File: src/rtl/multicycle_control_unit_if.sv
// Handshake bundle between the fetch/datapath side and the multicycle control unit.
// The fetch stage drives run/IR/W_IR_valid; the control unit returns strobes and debug state.
interface multicycle_control_unit_if;
    logic        run;
    logic [31:0] IR;
    logic        W_IR_valid;
    logic        write_ir;
    logic        write_pc;
    logic [1:0]  pc_s;
    logic        write_reg;
    logic        rw_s;
    logic [1:0]  wd_s;
    logic        write_nzcv;
    logic [3:0]  alu_op;
    logic        alu_b_s;
    logic        mem_re;
    logic        mem_we;
    logic        instr_done;
    logic        illegal;
    logic [3:0]  state;

    // run is level-sensitive and only consulted at instruction boundaries; IR and
    // W_IR_valid must be stable from the edge that enters FETCH until instr_done.
    modport master (
        output run, IR, W_IR_valid,
        input  write_ir, write_pc, pc_s, write_reg, rw_s, wd_s, write_nzcv,
               alu_op, alu_b_s, mem_re, mem_we, instr_done, illegal, state
    );

    modport slave (
        input  run, IR, W_IR_valid,
        output write_ir, write_pc, pc_s, write_reg, rw_s, wd_s, write_nzcv,
               alu_op, alu_b_s, mem_re, mem_we, instr_done, illegal, state
    );
endinterface

File: src/rtl/multicycle_control_unit.sv
// Multicycle control FSM for an ARM-like subset (data-processing, LDR/STR, B/BL).
// Strobes are registered together with the state so they are a pure function of the state register.
module multicycle_control_unit #(
    parameter int LINK_REG     = 14,
    parameter bit ILLEGAL_HALT = 1'b1
) (
    input logic                      clk,
    input logic                      rst,
    multicycle_control_unit_if.slave bus
);

    if (LINK_REG < 0 || LINK_REG > 14) begin : g_link_reg_check
        $error("LINK_REG must name a general-purpose register (0-14)");
    end

    typedef enum logic [3:0] {
        S_IDLE     = 4'd0,
        S_FETCH    = 4'd1,
        S_DECODE   = 4'd2,
        S_EXEC     = 4'd3,
        S_WB       = 4'd4,
        S_MEM_ADDR = 4'd5,
        S_MEM_RD   = 4'd6,
        S_MEM_WB   = 4'd7,
        S_MEM_WR   = 4'd8,
        S_BRANCH   = 4'd9,
        S_TRAP     = 4'd15
    } state_t;

    typedef enum logic [1:0] {
        C_DP,
        C_MEM,
        C_BR,
        C_ILL
    } iclass_t;

    typedef struct packed {
        logic       write_ir;
        logic       write_pc;
        logic [1:0] pc_s;
        logic       write_reg;
        logic       rw_s;
        logic [1:0] wd_s;
        logic       write_nzcv;
        logic [3:0] alu_op;
        logic       alu_b_s;
        logic       mem_re;
        logic       mem_we;
        logic       instr_done;
    } strobe_t;

    state_t  state_q;
    state_t  next_state;
    state_t  boundary;
    iclass_t iclass;
    strobe_t strobe_q;
    strobe_t strobe_d;
    logic    illegal_q;
    logic    unused_ir;

    assign unused_ir = ^{bus.IR[31:28], bus.IR[19:16], bus.IR[11:8], bus.IR[6:5], bus.IR[3:0]};

    // Multiply/extra load-store space (I=0, bit7=1, bit4=1) is carved out of data-processing.
    always_comb begin
        iclass = C_ILL;
        if (bus.IR[27:26] == 2'b00 && !(!bus.IR[25] && bus.IR[7] && bus.IR[4]))
            iclass = C_DP;
        else if (bus.IR[27:26] == 2'b01)
            iclass = C_MEM;
        else if (bus.IR[27:25] == 3'b101)
            iclass = C_BR;
    end

    // instr_done marks the last state of an instruction, so every exit decision at a
    // boundary keys off the registered pulse rather than re-decoding IR.
    always_comb begin
        boundary   = bus.run ? S_FETCH : S_IDLE;
        next_state = state_q;
        if (strobe_q.instr_done) begin
            next_state = boundary;
        end else begin
            case (state_q)
                S_IDLE:     next_state = bus.run ? S_FETCH : S_IDLE;
                S_FETCH:    next_state = S_DECODE;
                S_DECODE: begin
                    case (iclass)
                        C_DP:    next_state = S_EXEC;
                        C_MEM:   next_state = S_MEM_ADDR;
                        C_BR:    next_state = S_BRANCH;
                        default: next_state = ILLEGAL_HALT ? S_TRAP : boundary;
                    endcase
                end
                S_EXEC:     next_state = S_WB;
                S_MEM_ADDR: next_state = bus.IR[20] ? S_MEM_RD : S_MEM_WR;
                S_MEM_RD:   next_state = S_MEM_WB;
                S_TRAP:     next_state = S_TRAP;
                default:    next_state = S_IDLE;
            endcase
        end
    end

    // Strobes for the state being entered; they land in strobe_q on the same edge as the state.
    always_comb begin
        strobe_d = '0;
        case (next_state)
            S_FETCH: begin
                strobe_d.write_ir   = bus.W_IR_valid;
                strobe_d.write_pc   = 1'b1;
                strobe_d.pc_s       = 2'b00;
                strobe_d.instr_done = !bus.W_IR_valid;
            end
            S_DECODE: begin
                strobe_d.instr_done = (iclass == C_ILL) && !ILLEGAL_HALT;
            end
            S_EXEC: begin
                strobe_d.alu_op     = bus.IR[24:21];
                strobe_d.alu_b_s    = bus.IR[25];
                strobe_d.write_nzcv = bus.IR[20] || (bus.IR[24:23] == 2'b10);
                strobe_d.instr_done = (bus.IR[24:23] == 2'b10);
            end
            S_WB: begin
                strobe_d.wd_s       = 2'b00;
                strobe_d.instr_done = 1'b1;
                if (bus.IR[15:12] == 4'hf) begin
                    strobe_d.write_pc = 1'b1;
                    strobe_d.pc_s     = 2'b10;
                end else begin
                    strobe_d.write_reg = 1'b1;
                    strobe_d.rw_s      = 1'b0;
                end
            end
            S_MEM_ADDR: begin
                strobe_d.alu_b_s = !bus.IR[25];
                strobe_d.alu_op  = bus.IR[23] ? 4'b0100 : 4'b0010;
            end
            S_MEM_RD: begin
                strobe_d.mem_re = 1'b1;
            end
            S_MEM_WB: begin
                strobe_d.write_reg  = 1'b1;
                strobe_d.rw_s       = 1'b0;
                strobe_d.wd_s       = 2'b01;
                strobe_d.instr_done = 1'b1;
            end
            S_MEM_WR: begin
                strobe_d.mem_we     = 1'b1;
                strobe_d.instr_done = 1'b1;
            end
            S_BRANCH: begin
                strobe_d.write_pc   = 1'b1;
                strobe_d.pc_s       = 2'b01;
                strobe_d.instr_done = 1'b1;
                if (bus.IR[24]) begin
                    strobe_d.write_reg = 1'b1;
                    strobe_d.rw_s      = 1'b1;
                    strobe_d.wd_s      = 2'b10;
                end
            end
            default: strobe_d = '0;
        endcase
    end

    always_ff @(posedge clk) begin
        if (rst) begin
            state_q   <= S_IDLE;
            strobe_q  <= '0;
            illegal_q <= 1'b0;
        end else begin
            state_q  <= next_state;
            strobe_q <= strobe_d;
            if (state_q == S_DECODE && iclass == C_ILL)
                illegal_q <= 1'b1;
        end
    end

    assign bus.write_ir   = strobe_q.write_ir;
    assign bus.write_pc   = strobe_q.write_pc;
    assign bus.pc_s       = strobe_q.pc_s;
    assign bus.write_reg  = strobe_q.write_reg;
    assign bus.rw_s       = strobe_q.rw_s;
    assign bus.wd_s       = strobe_q.wd_s;
    assign bus.write_nzcv = strobe_q.write_nzcv;
    assign bus.alu_op     = strobe_q.alu_op;
    assign bus.alu_b_s    = strobe_q.alu_b_s;
    assign bus.mem_re     = strobe_q.mem_re;
    assign bus.mem_we     = strobe_q.mem_we;
    assign bus.instr_done = strobe_q.instr_done;
    assign bus.illegal    = illegal_q;
    assign bus.state      = state_q;

endmodule

File: src/flat_wrapper.sv
// flat-port wrapper written by rule: the top's interface ports become plain ports
module multicycle_control_unit_flat 
#(
    parameter int LINK_REG     = 14,
    parameter bit ILLEGAL_HALT = 1'b1
)
  (clk, rst, bus_run, bus_IR, bus_W_IR_valid, bus_write_ir, bus_write_pc, bus_pc_s, bus_write_reg, bus_rw_s, bus_wd_s, bus_write_nzcv, bus_alu_op, bus_alu_b_s, bus_mem_re, bus_mem_we, bus_instr_done, bus_illegal, bus_state);
  multicycle_control_unit_if bus_i ();
  input logic clk;
  input logic rst;
  input wire logic [$bits(bus_i.run)-1:0] bus_run;
  input wire logic [$bits(bus_i.IR)-1:0] bus_IR;
  input wire logic [$bits(bus_i.W_IR_valid)-1:0] bus_W_IR_valid;
  output wire logic [$bits(bus_i.write_ir)-1:0] bus_write_ir;
  output wire logic [$bits(bus_i.write_pc)-1:0] bus_write_pc;
  output wire logic [$bits(bus_i.pc_s)-1:0] bus_pc_s;
  output wire logic [$bits(bus_i.write_reg)-1:0] bus_write_reg;
  output wire logic [$bits(bus_i.rw_s)-1:0] bus_rw_s;
  output wire logic [$bits(bus_i.wd_s)-1:0] bus_wd_s;
  output wire logic [$bits(bus_i.write_nzcv)-1:0] bus_write_nzcv;
  output wire logic [$bits(bus_i.alu_op)-1:0] bus_alu_op;
  output wire logic [$bits(bus_i.alu_b_s)-1:0] bus_alu_b_s;
  output wire logic [$bits(bus_i.mem_re)-1:0] bus_mem_re;
  output wire logic [$bits(bus_i.mem_we)-1:0] bus_mem_we;
  output wire logic [$bits(bus_i.instr_done)-1:0] bus_instr_done;
  output wire logic [$bits(bus_i.illegal)-1:0] bus_illegal;
  output wire logic [$bits(bus_i.state)-1:0] bus_state;
  assign bus_i.run = bus_run;
  assign bus_i.IR = bus_IR;
  assign bus_i.W_IR_valid = bus_W_IR_valid;
  assign bus_write_ir = bus_i.write_ir;
  assign bus_write_pc = bus_i.write_pc;
  assign bus_pc_s = bus_i.pc_s;
  assign bus_write_reg = bus_i.write_reg;
  assign bus_rw_s = bus_i.rw_s;
  assign bus_wd_s = bus_i.wd_s;
  assign bus_write_nzcv = bus_i.write_nzcv;
  assign bus_alu_op = bus_i.alu_op;
  assign bus_alu_b_s = bus_i.alu_b_s;
  assign bus_mem_re = bus_i.mem_re;
  assign bus_mem_we = bus_i.mem_we;
  assign bus_instr_done = bus_i.instr_done;
  assign bus_illegal = bus_i.illegal;
  assign bus_state = bus_i.state;
  multicycle_control_unit #(.LINK_REG(LINK_REG), .ILLEGAL_HALT(ILLEGAL_HALT)) u_core (.clk(clk), .rst(rst), .bus(bus_i));
endmodule
File: config.mk
export PLATFORM = sky130hd
export DESIGN_NAME = multicycle_control_unit_flat
export DESIGN_NICKNAME = d
export VERILOG_FILES = /design/src/rtl/multicycle_control_unit_if.sv /design/src/rtl/multicycle_control_unit.sv /design/src/flat_wrapper.sv
export SDC_FILE = /design/constraint.sdc
export NUM_CORES = 1
export LEC_CHECK = 0
export ABC_AREA = 1
export BUFFER_PORTS_ARGS = -buffer_cell sky130_fd_sc_hd__buf_2
export CORE_MARGIN = 2
export CORE_UTILIZATION = 35
export DETAILED_ROUTE_END_ITERATION = 10
export PLACE_DENSITY = 0.63
export RECOVER_POWER = 25
export SYNTH_ARGS = -nofsm -noshare
export SYNTH_HDL_FRONTEND = slang
export SYNTH_SLANG_ARGS = --single-unit
File: constraint.sdc
create_clock -name clk -period 2.1 [get_ports clk]
set_input_delay 0.105 -clock clk [delete_from_list [all_inputs] [get_ports clk]]
set_output_delay 0.105 -clock clk [all_outputs]
set_load 0.05 [all_outputs]
Word level (Yosys, flattened, before mapping)
Index checks and enable logic that the tools add are counted. Widths: inputs -> output; s select.

Input bits: 36. Output and inout bits: 22. Register bits after elaboration: 22.

Equality and inequality tests: 21. Multiplexer cells: 18. Bitwise logic cells: 2. Reductions and logical operators: 14.

Operators with widths (count): $pmux 4 s7 (1); $eq 4x3->1 const B (6); $pmux 4 s3 (2); $eq 4x4->1 const B (4); $eq 4x2->1 const B (3); $mux 4 (3); $pmux 5 s2 (1); $pmux 3 s3 (1); $eq 4x1->1 const B (2); $eq 2x2->1 const B (3); $mux 2 (3); $mux 3 (2); $eq 2x1->1 const B (2); $logic_and 1x1->1 (4); $logic_not 2->1 (2); $logic_not 4->1 (1); $mux 1 (4); $reduce_or 2->1 (2); $reduce_or 4->1 (1); $eq 3x3->1 const B (1); $logic_not 1->1 (3); $pmux 1 s3 (1); $not 1->1 (2); $logic_or 1x1->1 (1).

Depth between registers and ports, before layout
Gate-level depths: netlist of the first run.

Word-level depth: 13. Depth in mapped cells: 13.

Worst setup path after synthesis of the first run
Ideal clock, no wire load.

Path type: register to register. From: reg u_core.state_q[1] (netlist: u_core.bus.state[1]). To: reg u_core.strobe_q, in the netlist u_core.bus.instr_done. Arrival time: 1.663 ns. Buffers on the path: 0. Slack: 0.308 ns. Required time: 1.971 ns. Period minus slack after synthesis: 1.792 ns. Cell stages (with the launch flop): 14. Cell sequence: dfxtp_1 inv_1 nor2_2 nand2_1 nand2_1 nor2_1 nand2_2 nand2_4 nand2_1 inv_1 nand2_2 nand3_1 nor2_1 nor2_1.

Longest elaborated chain between the ends: 6. Elaborated cells between the ends (all ways): 17. Classes of those cells: eq/ne: 12; mux: 3; reduce/logical: 2.

Ends and longest elaborated chain: start: declaration (line multicycle_control_unit.sv:52) `state_t state_q;`; start signal: assignment (line multicycle_control_unit.sv:169) `state_q <= next_state;`; $eq 4x4->1, or another cell as far along (line multicycle_control_unit.sv:82) `case (state_q)`; $pmux 4 s7 (*) (line multicycle_control_unit.sv:82); $mux 4 (*) (line multicycle_control_unit.sv:79) `if (strobe_q.instr_done) begin`; $eq 4x3->1 or $eq 4x4->1 (tied branches) (line multicycle_control_unit.sv:105) `case (next_state)`; $reduce_or 4->1 (no line); $pmux 1 s3 (*) (line multicycle_control_unit.sv:105); end signal: assignment (line multicycle_control_unit.sv:170) `strobe_q <= strobe_d;`; end: declaration (line multicycle_control_unit.sv:56) `strobe_t strobe_q;`.

Mark *: on every way between the ends. The rest lies on a longest branch, timed or not. A chain may end at the register's enable or synchronous reset.

Worst setup path after layout of the first run
From: reg u_core.state_q[2] (netlist: u_core.bus.state[2]). To: reg u_core.strobe_q, in the netlist u_core.bus.instr_done.

Same word-level chain as after synthesis.

==> results.ini, run 1 <==
[worst_setup_path]
worstSetupEndpointType = register
cp_max_fo = 5
crit_type = register to register
cp.arrival_ps = 1830
critical_path.startpoint = u_core.bus.state[2]$_SDFF_PP0_
cp-endpoint = u_core.bus.instr_done$_SDFF_PP0_
required_ps = 2300
rr_startpoint = u_core.bus.state[2]$_SDFF_PP0_
setup.worst_path.start_class = register
r2r_cells = 13
r2r_end = u_core.bus.instr_done$_SDFF_PP0_
regToRegSetupSlack_ps = 470

[sta]
clock_skew_ps = 4.00
fmax_mhz = 614
finalCriticalPeriod_ps = 1630
tns_ps = 0
setup_viol = 0
slew_headroom_pct = 60.2
finalCritPeriodShare_pct = 77.5
rsz0062_at_grt = no
worst_pin_slew_ps = 600
worst_slack_ps = 472
final_max_slew_viol_count = 0
finalHoldViolCount = 0

[cells_and_area]
final_cell_mix = buf_2, nor2_1, nand2_1
syn_to_final_growth_pct = 23.5
layout_commonest_cell = buf_2
layout-drive-gt1-share_pct = 30.4
n_antenna_cell = 0
final_util_pct = 45.4
layout.nets = 221
fin_cells = 215

[cts]
cts_tree = built
cts_max_level = 1
cts_buffer_depth = 2
cts_buffers = 3
root_buffer = clkbuf_4
ctsResizeCount = 0
clock_latency_ps = 300
ctsHoldBuffers = 0
cts_sinks = 21
path_clk_slew_ps = 120
post_cts_buffers = 0

[yosys]
synth_nets = 179
syn_avg_cell_area_sq_um = 7.09
synth_seq_area_share_pct = 41.5
synth_cell_types = 24
synth_cells = 143
synth_warnings = 0
syn_area_sq_um = 1010
synth-seq-cells = 21

[route]
dr.pass1.iters = 4
dr.first_iter.drc_count = 28
wirelength_um = 2230
antenna_left = 0
vias_per_cell = 4.66
vias = 1001
wl_per_cell_um = 10.3
drc = 0

[global_route]
grt_usage_pct = 14.7
grt_max_degree = 16
antenna_found_initial = 0
grt_overflow_total = 0
grt_pass1_wl_um = 3900
grt_pass1_vias = 966

[placed_design]
place_inst = 211
place_ws_ps = 498
port-buffer-count = 39
globalplace.congestion = 0.919
dp_hpwl_um = 1810

[run_status]
run_status = complete, no violations

[hold_path]
worstHoldPathType = input port to register

[power_and_ir_drop]
ir_drop_mv = 0.657
p_leak_nw = 0.657
powerDensity_nw_per_um2 = 1260

[die]
fp.dieH_um = 57.8
die_w_um = 57.8
fp-row-count = 19
start_util_pct = 36.8
core_area_sq_um = 2760
io_pins = 58
die_area_sq_um = 3340

[flow_run]
cap_violations = 0

## cells in the mapped netlist
| master | number | area (sq um) |
|---|---|---|
| nor2_1 | 24 | 90.1 |
| nand2_4 | 1 | 11.3 |
| clkbuf_1 | 1 | 3.75 |
| o21ai_0 | 2 | 10.0 |
| and2_4 | 1 | 8.76 |
| inv_2 | 2 | 7.51 |
| nand2_2 | 8 | 50.1 |
| nor2_4 | 2 | 22.5 |
| nor3_2 | 2 | 20.0 |
| clkinv_1 | 1 | 3.75 |
| buf_4 | 1 | 7.51 |
| nor4_1 | 1 | 6.26 |
| nand3b_1 | 2 | 15.0 |
| dfxtp_1 | 21 | 420 |
| o21bai_2 | 1 | 11.3 |
| inv_1 | 18 | 67.6 |
| nand2_1 | 24 | 90.1 |
| a21oi_1 | 4 | 20.0 |
| nor2_2 | 6 | 37.5 |
| a31oi_1 | 1 | 6.26 |
| o21ai_1 | 1 | 5.00 |
| nand3_1 | 14 | 70.1 |
| nand4_1 | 3 | 18.8 |
| nor3_1 | 2 | 10.0 |
## per-stage QoR
stage	power (mW)	area, sq um	hold slack (ps)
3_3_place_gp	1.39	1240	333
3_5_place_dp	1.40	1240	333
6_report	1.57	1250	12.1
5_1_grt	1.70	1250	2.41
4_1_cts	1.59	1260	5.49
2_1_floorplan	1.22	1010	176
## worst max-delay path, stage by stage (launching register included)
cell and delay, ps:
dfxtp_1 390, inv_1 70, nor2_1 180, nand2_1 110, nand2_1 110, nor2_1 60
nand2_2 100, nand2_4 80, nand2_1 100, inv_1 60, nand2_2 70, nand3_1 70
nor2_1 90, nor2_1 40
## cell type report
cell class / count / area [sq um]
clock inverters: 1 / 5.00
clock buffers: 3 / 22.5
flip-flops and latches: 21 / 420
fillers: 300 / 1510
multi-input cells: 99 / 503
well taps: 31 / 38.8
inverters: 21 / 78.8
repair buffers: 39 / 183
## cells by family after synthesis
group	after synthesis	share of synthesized area, %
AO/OA/AOI/OAI	9	5.19
flip-flops	21	41.5
AND/OR/NAND/NOR	90	44.4
buffers and inverters	23	8.89
## worst min path at each step
stage	start	endpoint	slack, ps	depth (start not counted)
after floorplan	rst	u_core.bus.wd_s[0]$_SDFF_PP0_	180	1
after global placement	bus_IR[21]	u_core.bus.alu_op[0]$_SDFF_PP0_	330	3
after detailed placement	bus_IR[21]	u_core.bus.alu_op[0]$_SDFF_PP0_	330	3
after CTS	bus_IR[21]	u_core.bus.alu_op[0]$_SDFF_PP0_	5	3
after global routing	bus_IR[21]	u_core.bus.alu_op[0]$_SDFF_PP0_	2	3
final	bus_IR[21]	u_core.bus.alu_op[0]$_SDFF_PP0_	10	3
## metal layers
| metal | GRT usage (%) | part of all wire, % | vias to the layer above |
|---|---|---|---|
| met5 | 0 | 0 | - |
| li1 | - | - | 527 |
| met3 | 3.13 | 5.7 | 2 |
| met4 | 5.65 | 0.76 | 0 |
| met1 | 18.5 | 46 | 447 |
| met2 | 24.7 | 48 | 25 |
## report_power, final
part / internal, mW / switching [mW]
clock network: 0.0710 / 0.124
logic: 0.224 / 0.637
registers: 0.469 / 0.0492
No activity file was read; power rests on OpenSTA's default activity.
==> inputs of run 2 (changes only) <==
==> constraint.sdc (replaced) <==
create_clock -name clk -period 1.7 [get_ports clk]
set_input_delay 0.085 -clock clk [delete_from_list [all_inputs] [get_ports clk]]
set_output_delay 0.085 -clock clk [all_outputs]
set_load 0.05 [all_outputs]
==> run 2 against run 1 <==
  * Non-clock buffer count up 2
  * Setup slack worse by 350 ps
  * First-iteration DRC count up 46%
  * Critical path depth unchanged
  * Register-to-register slack worse by 350 ps
  * Worst hold slack worse by 1.8 ps
  * Global-route usage down 0.31 points
  * Largest cell class unchanged
  * Largest power group unchanged
==> results.ini, run 2 (synthesized netlist as in run 1, its figures left out) <==
[worst_setup_path]
cp_slowest_cell = dfxtp_4
crit_buf_inv = 2
required_ps = 1890
regToRegSetupSlack_ps = 120
path_common_cell = nand2_2
crit_type = register to register
setup.worst_path.start_class = register
worstSetupEndpointType = register
path_delay_family = simple AND/OR/NAND/NOR gates
cp_max_fo = 7
worstPathCellList = inv_1 > nor2_2 > nand2_1 > nand2_2 > nor2_2 > nand2_2 > nand2_4 > nand2_1 > inv_1 > nand2_2 > nand3_1 > nor2_1 > nor2_1
slowest_delay_ps = 400
cp.arrival_ps = 1770

[route]
vias_per_cell = 4.87
wl_per_cell_um = 11.0
dr.first_iter.drc_count = 41
dr.pass1.iters = 4
wirelength_um = 2400
drc = 0
vias = 1056
antenna_left = 0

[global_route]
grt_pass1_vias = 953
grt_usage_pct = 14.4
grt_max_degree = 16
grt_pass1_wl_um = 3840
antenna_found_initial = 0
grt_overflow_total = 0

[cts]
post_cts_buffers = 0
cts_buffer_depth = 2
cts_buffers = 3
path_clk_slew_ps = 110
cts_tree = built
cts_max_level = 1
root_buffer = clkbuf_4
clock_latency_ps = 300
cts_sinks = 21

[sta]
clock_skew_ps = 4.94
worst_slack_ps = 122
worst_pin_slew_ps = 599
fmax_mhz = 634
tns_ps = 0
finalCritPeriodShare_pct = 92.8
final_max_slew_viol_count = 0
finalHoldViolCount = 0
timing.hold.ws_ps = 10.2
finalCriticalPeriod_ps = 1580
slew_headroom_pct = 60.2
setup_viol = 0

[placed_design]
placed_cell_area_sq_um = 1240
dp_hpwl_um = 1820
port-buffer-count = 39
place_inst = 211
globalplace.congestion = 0.921
place_ws_ps = 141

[cells_and_area]
n_antenna_cell = 0
layout_commonest_cell = buf_2
syn_to_final_growth_pct = 28.0
fin_cells = 217
final_util_pct = 47.1
final_cell_mix = buf_2, nand2_1, nor2_1
layout-drive-gt1-share_pct = 34.9
fin_area_sq_um = 1300
layout.nets = 223

[power_and_ir_drop]
ir_drop_mv = 1.13
p_leak_nw = 0.665
powerDensity_nw_per_um2 = 1530
total_power_mw = 1.99

[die]
die_w_um = 57.8
fp-row-count = 19
die_area_sq_um = 3340
core_area_sq_um = 2760
start_util_pct = 36.8
io_pins = 58
fp.dieH_um = 57.8

[run_status]
run_status = complete, no violations

[hold_path]
worstHoldPathType = input port to register

[flow_run]
cap_violations = 0

## run 2: tightest hold or removal path: stages
cell and delay [ps]:
buf_2 90, nand2_1 60, inv_1 50
## run 2: routing by layer
layer  part of all wire, %  wire (um)  GRT usage, %
met1                    42       1010          17.1
met2                    50       1210          25.2
met3                   6.3        152          4.24
met4                   1.2         29          4.32
met5                     0          0             0
## run 2: worst paths after layout
| check | endpoint | depth (start not counted) | from |
|---|---|---|---|
| max reg2reg | u_core.bus.instr_done$_SDFF_PP0_ | 13 | u_core.bus.state[1]$_SDFF_PP0_ |
| min | u_core.bus.wd_s[1]$_SDFF_PP0_ | 3 | bus_IR[24] |
| min reg2reg | u_core.bus.illegal$_SDFFE_PP0P_ | 2 | u_core.bus.illegal$_SDFFE_PP0P_ |
| max | u_core.bus.instr_done$_SDFF_PP0_ | 13 | u_core.bus.state[1]$_SDFF_PP0_ |
## run 2: what timing repair did
action                                  CTS  global route
hold buffers                              1             1
endpoints found under the hold margin     1             1
gates resized for setup                   0             8
endpoints found under the setup margin    0             4
## run 2: layout make-up
| type | count | area [sq um] |
|---|---|---|
| multi-input cells | 99 | 520 |
| fillers | 298 | 1460 |
| clock buffers | 4 | 26.3 |
| well taps | 31 | 38.8 |
| repair buffers | 41 | 203 |
| inverters | 21 | 78.8 |
| flip-flops and latches | 21 | 430 |
## run 2: report_power, final
| part | switching [mW] | total [mW] | internal, mW | leakage [nW] |
|---|---|---|---|---|
| Combinational | 0.804 | 1.09 | 0.287 | 0.477 |
| Clock | 0.143 | 0.234 | 0.0914 | 0.0150 |
| Sequential | 0.0696 | 0.661 | 0.591 | 0.173 |
| Total | 1.02 | 1.99 | 0.969 | 0.665 |
==> inputs of run 3 (changes only) <==
==> constraint.sdc (replaced) <==
create_clock -name clk -period 1.55 [get_ports clk]
set_input_delay 0.0775 -clock clk [delete_from_list [all_inputs] [get_ports clk]]
set_output_delay 0.0775 -clock clk [all_outputs]
set_load 0.05 [all_outputs]
==> run 3 against run 2 <==
  * Register-to-register slack worse by 110 ps
  * Core utilization up 5.9 points
  * Via count up 4.7%
  * Critical path type unchanged
==> results.ini, run 3 (synthesized netlist as in run 1, its figures left out) <==
[cts]
cts_sinks = 21
path_clk_slew_ps = 120
cts_buffer_depth = 2
clock_latency_ps = 310
cts_tree = built
cts_max_level = 1
root_buffer = clkbuf_4
cts_buffers = 3

[sta]
clock_skew_ps = 5.59
finalHoldViolCount = 0
finalCritPeriodShare_pct = 99.4
worst_pin_slew_ps = 604
slew_headroom_pct = 59.9
fmax_mhz = 649
finalCriticalPeriod_ps = 1540
final_max_slew_viol_count = 0
setup_viol = 0
worst_slack_ps = 8.59
rsz0062_at_grt = yes

[worst_setup_path]
required_ps = 1750
worstPathCellList = inv_4 > nand2_4 > nor2_4 > nand3_1 > nand2_2 > nand2_1 > nand3_1 > nor2_4 > nor2_2 > nor3_2
setup.worst_path.start_class = register
cp_slowest_cell = dfxtp_4
critical_path.startpoint = u_core.bus.state[2]$_SDFF_PP0_
path_delay_family = simple AND/OR/NAND/NOR gates
cp.arrival_ps = 1740
cp_max_fo = 4
crit_buf_inv = 1
rr_startpoint = u_core.bus.state[2]$_SDFF_PP0_
worstSetupEndpointType = register
crit_type = register to register
slowest_delay_ps = 380

[die]
io_pins = 58
fp.dieH_um = 57.8
die_area_sq_um = 3340
die_w_um = 57.8
start_util_pct = 36.8
core_area_sq_um = 2760
fp-row-count = 19

[route]
met1_length_um = 1100
vias = 1106
dr_wl_met3_um = 126
dr.pass1.iters = 4
dr.first_iter.drc_count = 26
antenna_left = 0
met2_length_um = 1400
wirelength_um = 2670
wl_per_cell_um = 12.0
highest_layer = met4
vias_per_cell = 4.96
drc = 0

[cells_and_area]
layout-drive-gt1-share_pct = 47.4
syn_to_final_growth_pct = 44.1
final_cell_mix = buf_2, nor2_1, nand2_1, dfxtp_1, inv_1
n_antenna_cell = 0
layout_commonest_cell = buf_2
final_util_pct = 52.9
layout.nets = 229

[placed_design]
dp_hpwl_um = 1900
port-buffer-count = 39
place_ws_ps = -13.5
globalplace.congestion = 0.899

[power_and_ir_drop]
ir_drop_mv = 1.03
p_leak_nw = 0.730
powerDensity_nw_per_um2 = 1710

[global_route]
antenna_found_initial = 0
grt_pass1_wl_um = 4120
grt_max_degree = 16
grt_overflow_total = 0
grt_usage_pct = 15.9
grt_pass1_vias = 971

[hold_path]
worstHoldPathType = input port to register
worstHoldStart = bus_W_IR_valid

[flow_run]
cap_violations = 0

[run_status]
run_status = complete, no violations

## run 3: cell types whose count changed in the layout (fill, tap and decap cells not counted), moves of 2 or more
cell,delta
a21oi_1,-3
nor2_4,+5
buf_2,+2
a21oi_2,+3
inv_1,-3
dfxtp_4,+2
inv_4,+4
nand2_2,+2
clkbuf_1,-3
nand2_4,+4
nor2_1,-5
nand2_1,-6
buf_4,+4
## run 3: repair_timing
item	CTS	global route
hold endpoints to repair	3	0
endpoints found under the setup margin	3	13
buffers inserted	0	3
pin swaps	0	13
hold buffers	3	0
gates resized for setup	2	38
## run 3: cell type report
class | instances | area, sq um
clock buffers | 3 | 22.5
clock inverters | 1 | 5.00
fillers | 278 | 1300
inverters | 21 | 88.8
multi-input cells | 99 | 612
flip-flops and latches | 21 | 437
well taps | 31 | 38.8
repair buffers | 47 | 256
## run 3: per-stage QoR
step,setup TNS [ps],area [sq um],total power [mW],std cells,hold WS [ps]
6_report,0,1460,2.50,223,12.3
4_1_cts,-33.7,1330,2.24,220,11.6
2_1_floorplan,0,1020,1.67,143,148
5_1_grt,-934,1460,2.66,223,15.4
3_3_place_gp,0,1260,1.93,213,305
3_5_place_dp,-19.3,1260,1.95,213,310
## run 3: final timing paths
kind,endpoint,slack [ps],depth (start not counted)
hold reg to reg,u_core.bus.illegal$_SDFFE_PP0P_,490,2
setup / recovery,u_core.bus.alu_op[2]$_SDFF_PP0_,9,10
hold / removal,u_core.bus.write_ir$_SDFF_PP0_,10,3
setup reg to reg,u_core.bus.alu_op[2]$_SDFF_PP0_,9,10
## run 3: power by group
group          internal, mW  switching [mW]  total, mW
sequential            0.652          0.0910      0.743
clock                0.0965           0.175      0.272
combinational         0.469            1.02       1.49
total                  1.22            1.29       2.50
## run 3: worst min-delay path, stage by stage
cell	delay [ps]
buf_2	100
nand3_1	70
nor2_1	40
## run 3: metal layers
| layer | GRT usage, % | vias to the layer above |
|---|---|---|
| met4 | 6.64 | 0 |
| met2 | 26.5 | 28 |
| met5 | 0 | - |
| li1 | - | 552 |
| met1 | 19.9 | 519 |
| met3 | 3.13 | 7 |
